<file path="src/rtl/mmio_event_injector.sv">
// Turns debounced push-button presses into single-word RAM writes, slipped in on idle processor cycles.
// Write lands DEBOUNCE_CYCLES+3 edges after a clean press; processor accesses always win the port.
module mmio_event_injector #(
   parameter int NUM_CH          = 4,
   parameter int ADDR_W          = 12,
   parameter int DATA_W          = 32,
   parameter int BASE_ADDR       = 205,
   parameter int EVENT_DATA      = 1,
   parameter int DEBOUNCE_CYCLES = 16,
   parameter int REPEAT_DELAY    = 0,
   parameter int REPEAT_PERIOD   = 8
) (
   input  logic              clock,
   input  logic              reset,
   input  logic [NUM_CH-1:0] btn,
   input  logic              cpu_access,
   input  logic              cpu_wen,
   input  logic [ADDR_W-1:0] cpu_addr,
   input  logic [DATA_W-1:0] cpu_din,
   output logic              ram_wen,
   output logic [ADDR_W-1:0] ram_addr,
   output logic [DATA_W-1:0] ram_din,
   output logic [NUM_CH-1:0] pending,
   output logic [15:0]       drop_count
);

   localparam int CW   = (DEBOUNCE_CYCLES > 1) ? $clog2(DEBOUNCE_CYCLES) : 1;
   localparam int RMAX = (REPEAT_DELAY > REPEAT_PERIOD) ? REPEAT_DELAY : REPEAT_PERIOD;
   localparam int HW   = $clog2(RMAX + 1);
   localparam int IW   = (NUM_CH > 1) ? $clog2(NUM_CH) : 1;

   logic [NUM_CH-1:0] sync1, sync2, db, db_prev, rep_phase, rep_fire, evt;
   logic [CW-1:0]     db_cnt   [NUM_CH];
   logic [HW-1:0]     hold_cnt [NUM_CH];

   logic              inj_valid;
   logic [IW-1:0]     inj_ch, last_granted, win_ch, cand;
   logic              win_vld, grant;
   logic [4:0]        drop_n;
   logic [16:0]       drop_sum;

   // Synchroniser, debouncer and hold-to-repeat timer per channel
   always_ff @(posedge clock) begin
      if (reset) begin
         sync1     <= '0;
         sync2     <= '0;
         db        <= '0;
         db_prev   <= '0;
         rep_phase <= '0;
         for (int i = 0; i < NUM_CH; i++) begin
            db_cnt[i]   <= '0;
            hold_cnt[i] <= '0;
         end
      end else begin
         sync1   <= btn;
         sync2   <= sync1;
         db_prev <= db;
         for (int i = 0; i < NUM_CH; i++) begin
            if (sync2[i] == db[i]) begin
               db_cnt[i] <= '0;
            end else if (db_cnt[i] == CW'(DEBOUNCE_CYCLES - 1)) begin
               db[i]     <= sync2[i];
               db_cnt[i] <= '0;
            end else begin
               db_cnt[i] <= db_cnt[i] + CW'(1);
            end

            if (!db[i]) begin
               hold_cnt[i]  <= '0;
               rep_phase[i] <= 1'b0;
            end else if (rep_fire[i]) begin
               hold_cnt[i]  <= HW'(1);
               rep_phase[i] <= 1'b1;
            end else if (REPEAT_DELAY != 0) begin
               hold_cnt[i] <= hold_cnt[i] + HW'(1);
            end
         end
      end
   end

   // hold_cnt counts up to the initial delay, then restarts for each repeat period
   always_comb begin
      rep_fire = '0;
      evt      = '0;
      for (int i = 0; i < NUM_CH; i++) begin
         if (REPEAT_DELAY != 0 && db[i]) begin
            rep_fire[i] = rep_phase[i] ? (hold_cnt[i] == HW'(REPEAT_PERIOD))
                                       : (hold_cnt[i] == HW'(REPEAT_DELAY));
         end
         evt[i] = (db[i] & ~db_prev[i]) | rep_fire[i];
      end
   end

   // Round-robin search starting just after the last granted channel
   always_comb begin
      win_vld = 1'b0;
      win_ch  = '0;
      cand    = '0;
      for (int k = 1; k <= NUM_CH; k++) begin
         cand = IW'((int'(last_granted) + k) % NUM_CH);
         if (!win_vld && pending[cand]) begin
            win_vld = 1'b1;
            win_ch  = cand;
         end
      end
   end

   assign grant = !inj_valid && win_vld;

   always_comb begin
      drop_n = '0;
      for (int i = 0; i < NUM_CH; i++) begin
         if (evt[i] && pending[i] && !(grant && win_ch == IW'(i))) begin
            drop_n = drop_n + 5'd1;
         end
      end
   end

   assign drop_sum = {1'b0, drop_count} + 17'(drop_n);

   always_ff @(posedge clock) begin
      if (reset) begin
         pending      <= '0;
         drop_count   <= '0;
         inj_valid    <= 1'b0;
         inj_ch       <= '0;
         last_granted <= IW'(NUM_CH - 1);
      end else begin
         for (int i = 0; i < NUM_CH; i++) begin
            if (evt[i]) begin
               pending[i] <= 1'b1;
            end else if (grant && win_ch == IW'(i)) begin
               pending[i] <= 1'b0;
            end
         end
         drop_count <= drop_sum[16] ? 16'hFFFF : drop_sum[15:0];

         if (grant) begin
            inj_valid    <= 1'b1;
            inj_ch       <= win_ch;
            last_granted <= win_ch;
         end else if (inj_valid && !cpu_access) begin
            inj_valid <= 1'b0;
         end
      end
   end

   // Processor always owns the port when it asks; injection only fills idle cycles
   always_comb begin
      ram_wen  = cpu_wen;
      ram_addr = cpu_addr;
      ram_din  = cpu_din;
      if (!cpu_access) begin
         if (inj_valid) begin
            ram_wen  = 1'b1;
            ram_addr = ADDR_W'(BASE_ADDR) + ADDR_W'(inj_ch);
            ram_din  = DATA_W'(EVENT_DATA);
         end else begin
            ram_wen = 1'b0;
         end
      end
   end

endmodule

</file>
<file path="config.mk">
export PLATFORM = sky130hd
export DESIGN_NAME = mmio_event_injector
export DESIGN_NICKNAME = d
export VERILOG_FILES = /design/src/rtl/mmio_event_injector.sv
export SDC_FILE = /design/constraint.sdc
export NUM_CORES = 1
export LEC_CHECK = 0
export ABC_AREA = 1
export BUFFER_PORTS_ARGS = -buffer_cell sky130_fd_sc_hd__buf_2
export CAP_MARGIN = 10
export CORE_MARGIN = 3
export CORE_UTILIZATION = 52
export CTS_BUF_LIST = sky130_fd_sc_hd__clkbuf_8
export DETAILED_ROUTE_END_ITERATION = 10
export PLACE_DENSITY = 0.82
export SYNTH_ARGS = -nofsm -noshare
export SYNTH_HDL_FRONTEND = slang
export SYNTH_SLANG_ARGS = --single-unit
</file>
<file path="constraint.sdc">
create_clock -name clock -period 5.54 [get_ports clock]
set_clock_uncertainty 0.2 [all_clocks]
set_input_delay 1.108 -clock clock [delete_from_list [all_inputs] [get_ports clock]]
set_output_delay 1.108 -clock clock [all_outputs]
set_load 0.03 [all_outputs]
</file>
==> results.yml <==
routing:
  num_vias: 3342
  routed-wl-met2_mm: 4.05
  drc: 0
  routed-wl-met3_um: 682
  vias_per_cell: 4.77
  wl_per_cell_um: 11.5
  dr.pass1.iters: 5
  postRouteAntennaNets: 0
  drt-initial-drc-count: 161
  top_layer: "met4"
  wl_mm: 8.05
  wl_met1_mm: 3.11
clock_tree:
  clock_latency_ns: 0.34
  cts_setup_buffers: 0
  numCtsBuffers: 9
  clockRootBuffer: "clkbuf_8"
  ctsHoldBuffers: 0
  cts_tree: "built"
  cts.htree.levels: 3
  clock_path_buffers: 2
  post_cts_resized: 0
  cts.clk_slew.worst_paths_ns: 0.06
  clock-sinks: 57
timing:
  worst_pin_slew_ns: 0.579
  tns_ns: 0
  slew_headroom_pct: 61.3
  maxSlewViolCount: 0
  finalSetupViolations: 0
  period_share_pct: 84.6
  fmax_mhz: 213
  min_period_ns: 4.69
  final_hold_viol_count: 0
  rsz0062_at_grt: "false"
placed_design:
  place.gp.congestion: 0.841
  port_buffers: 116
  dp_hpwl_mm: 6.21
  placed_cells: 684
critical_path:
  cp-start-kind: "flip-flop"
  cpPeakStageDelay_ns: 0.55
  crit_required_ns: 5.62
  critical_path_class: "flip-flop to flip-flop"
  critPathArrivalTime_ns: 4.77
  crit_path_max_fanout: 10
  crit_path_end_kind: "flip-flop"
  crit_top_cell: "nand2_1"
  cpMaxStageDelayCell: "dfxtp_1"
logic_synthesis:
  synthTopCellsByArea: "dfxtp_1, edfxtp_1, inv_1"
  yosys_warnings: 0
  synth_edf_count: 16
  seq_area_frac_synth_pct: 38.1
  synth-seq-cells: 57
  synth.cell_area_um2: 3420
  synth_ff_type: "dfxtp_1"
  async_reset_ff_share_pct: 0
  synth_cell_type_count: 36
  yosysTopAreaCell: "dfxtp_1"
  syn_area_per_cell_um2: 7.01
  synth_top_cell_area_share_pct: 24.0
  postSynthCellCount: 487
global_routing:
  grt_max_degree: 32
  antenna_found_initial: 0
  grt.total_usage_pct: 21.7
  grt-ovfl-total: 0
  grt_pass1_wl_mm: 13.1
  grt_pass1_vias: 3191
cells_and_area:
  area_growth_pct: 26.5
  drive_gt1_share_pct: 26.4
  final_common_cell: "buf_2"
  stdcell_count: 700
  diodes: 0
  final_cell_mix: "buf_2, inv_1, nor2_1, nand2_1, dfxtp_1"
  nNetsFinal: 685
floorplan:
  rows: 28
  fp.dieW_um: 87.1
  io_pins: 117
  die_h_um: 87.1
  core_um2: 6130
  start_util_pct: 55.7
  dieArea_um2: 7580
power_and_ir_drop:
  peakVddDrop_v: 0.000220
  p_leak_nw: 2.38
  powerDensity_nw_per_um2: 302
outcome:
  status: "finished, final reports clean"
hold_path:
  hp-class: "flip-flop to flip-flop"
flow_run:
  maxCapViolCount: 0
==> worst paths after layout <==
kind                                       from              to  slack [ns]  cells after the start
worst min register to register         sync1[2]        sync2[2]        0.20                      2
worst max register to register  last_granted[0]  drop_count[14]        0.85                     29
worst max-delay path            last_granted[0]  drop_count[14]        0.85                     29
worst min-delay path                   sync1[2]        sync2[2]        0.20                      2
==> layout make-up <==
class                   count  area, µm²
repair buffers            117        588
well taps                  75       93.8
fillers                   524       1810
clock inverters             6       75.1
inverters                 107        414
flip-flops and latches     57       1300
clock buffers              10        138
multi-input cells         328       1710
==> state kept, by name, indices dropped and copies added (netlist names) <==
register,count
db,4
sync2,4
last_granted,2
drop_count,16
db_prev,4
inj_valid,1
inj_ch,2
pending,4
sync1,4
db_cnt,16
==> report_power, final <==
part / switching (W) / internal (W)
Clock: 0.000158 / 0.000259
Sequential: 0.0000267 / 0.000450
Combinational: 0.000292 / 0.000121
Total: 0.000476 / 0.000830
==> synth_stat cells, types with 5 or more instances <==
library cell    n
inv_1         103
nor2_1         85
nand2_1        78
dfxtp_1        41
nand3_1        31
a21oi_1        23
edfxtp_1       16
o21ai_0        16
nand2_2        13
ha_1           12
xor2_1         10
nand2_4         7
clkbuf_1        6
nand4_1         6
nor3_1          5
or2_2           5
==> routing by layer <==
| metal | vias to the layer above | global-route usage [%] |
|---|---|---|
| met2 | 122 | 39.9 |
| met1 | 1458 | 21.9 |
| met4 | 0 | 10.9 |
| met5 | - | 0 |
| li1 | 1737 | - |
| met3 | 25 | 6.34 |
==> critical path: cells and delay by family (launching register included) <==
family | cells | cell delay (ns)
and+or+nand+nor | 18 | 2.10
DFF | 1 | 0.55
buffers and inverters | 6 | 0.42
adders and majority gates | 3 | 1.05
AOI/OAI and AO/OA | 2 | 0.29
==> metrics by stage <==
step	worst slack (ns)	hold WS (ns)	cell area (µm²)	util (%)	total power, W
final	0.852	0.204	4320	70.5	0.00131
after detailed placement	0.997	0.197	4110	67.0	0.000897
after CTS	0.903	0.206	4320	70.5	0.00132
after floorplan	1.43	0.188	3470	-	0.000800
after global routing	0.428	0.232	4320	70.5	0.00138
after global placement	1.21	0.189	4110	67.0	0.000886
==> cells by family (layout without fill, tap and decap cells) <==
logic type                 Yosys count  after routing  synth area share, %
AOI/OAI and AO/OA                   45             45                 7.07
xor gates and xnor gates            14             14                 3.59
adders and majority gates           13             13                 4.98
buffers and inverters              117            240                 13.6
DFF                                 57             57                 38.1
other                                2             17                0.220
and+or+nand+nor                    239            239                 32.5
(Power assumes the default switching activity.)
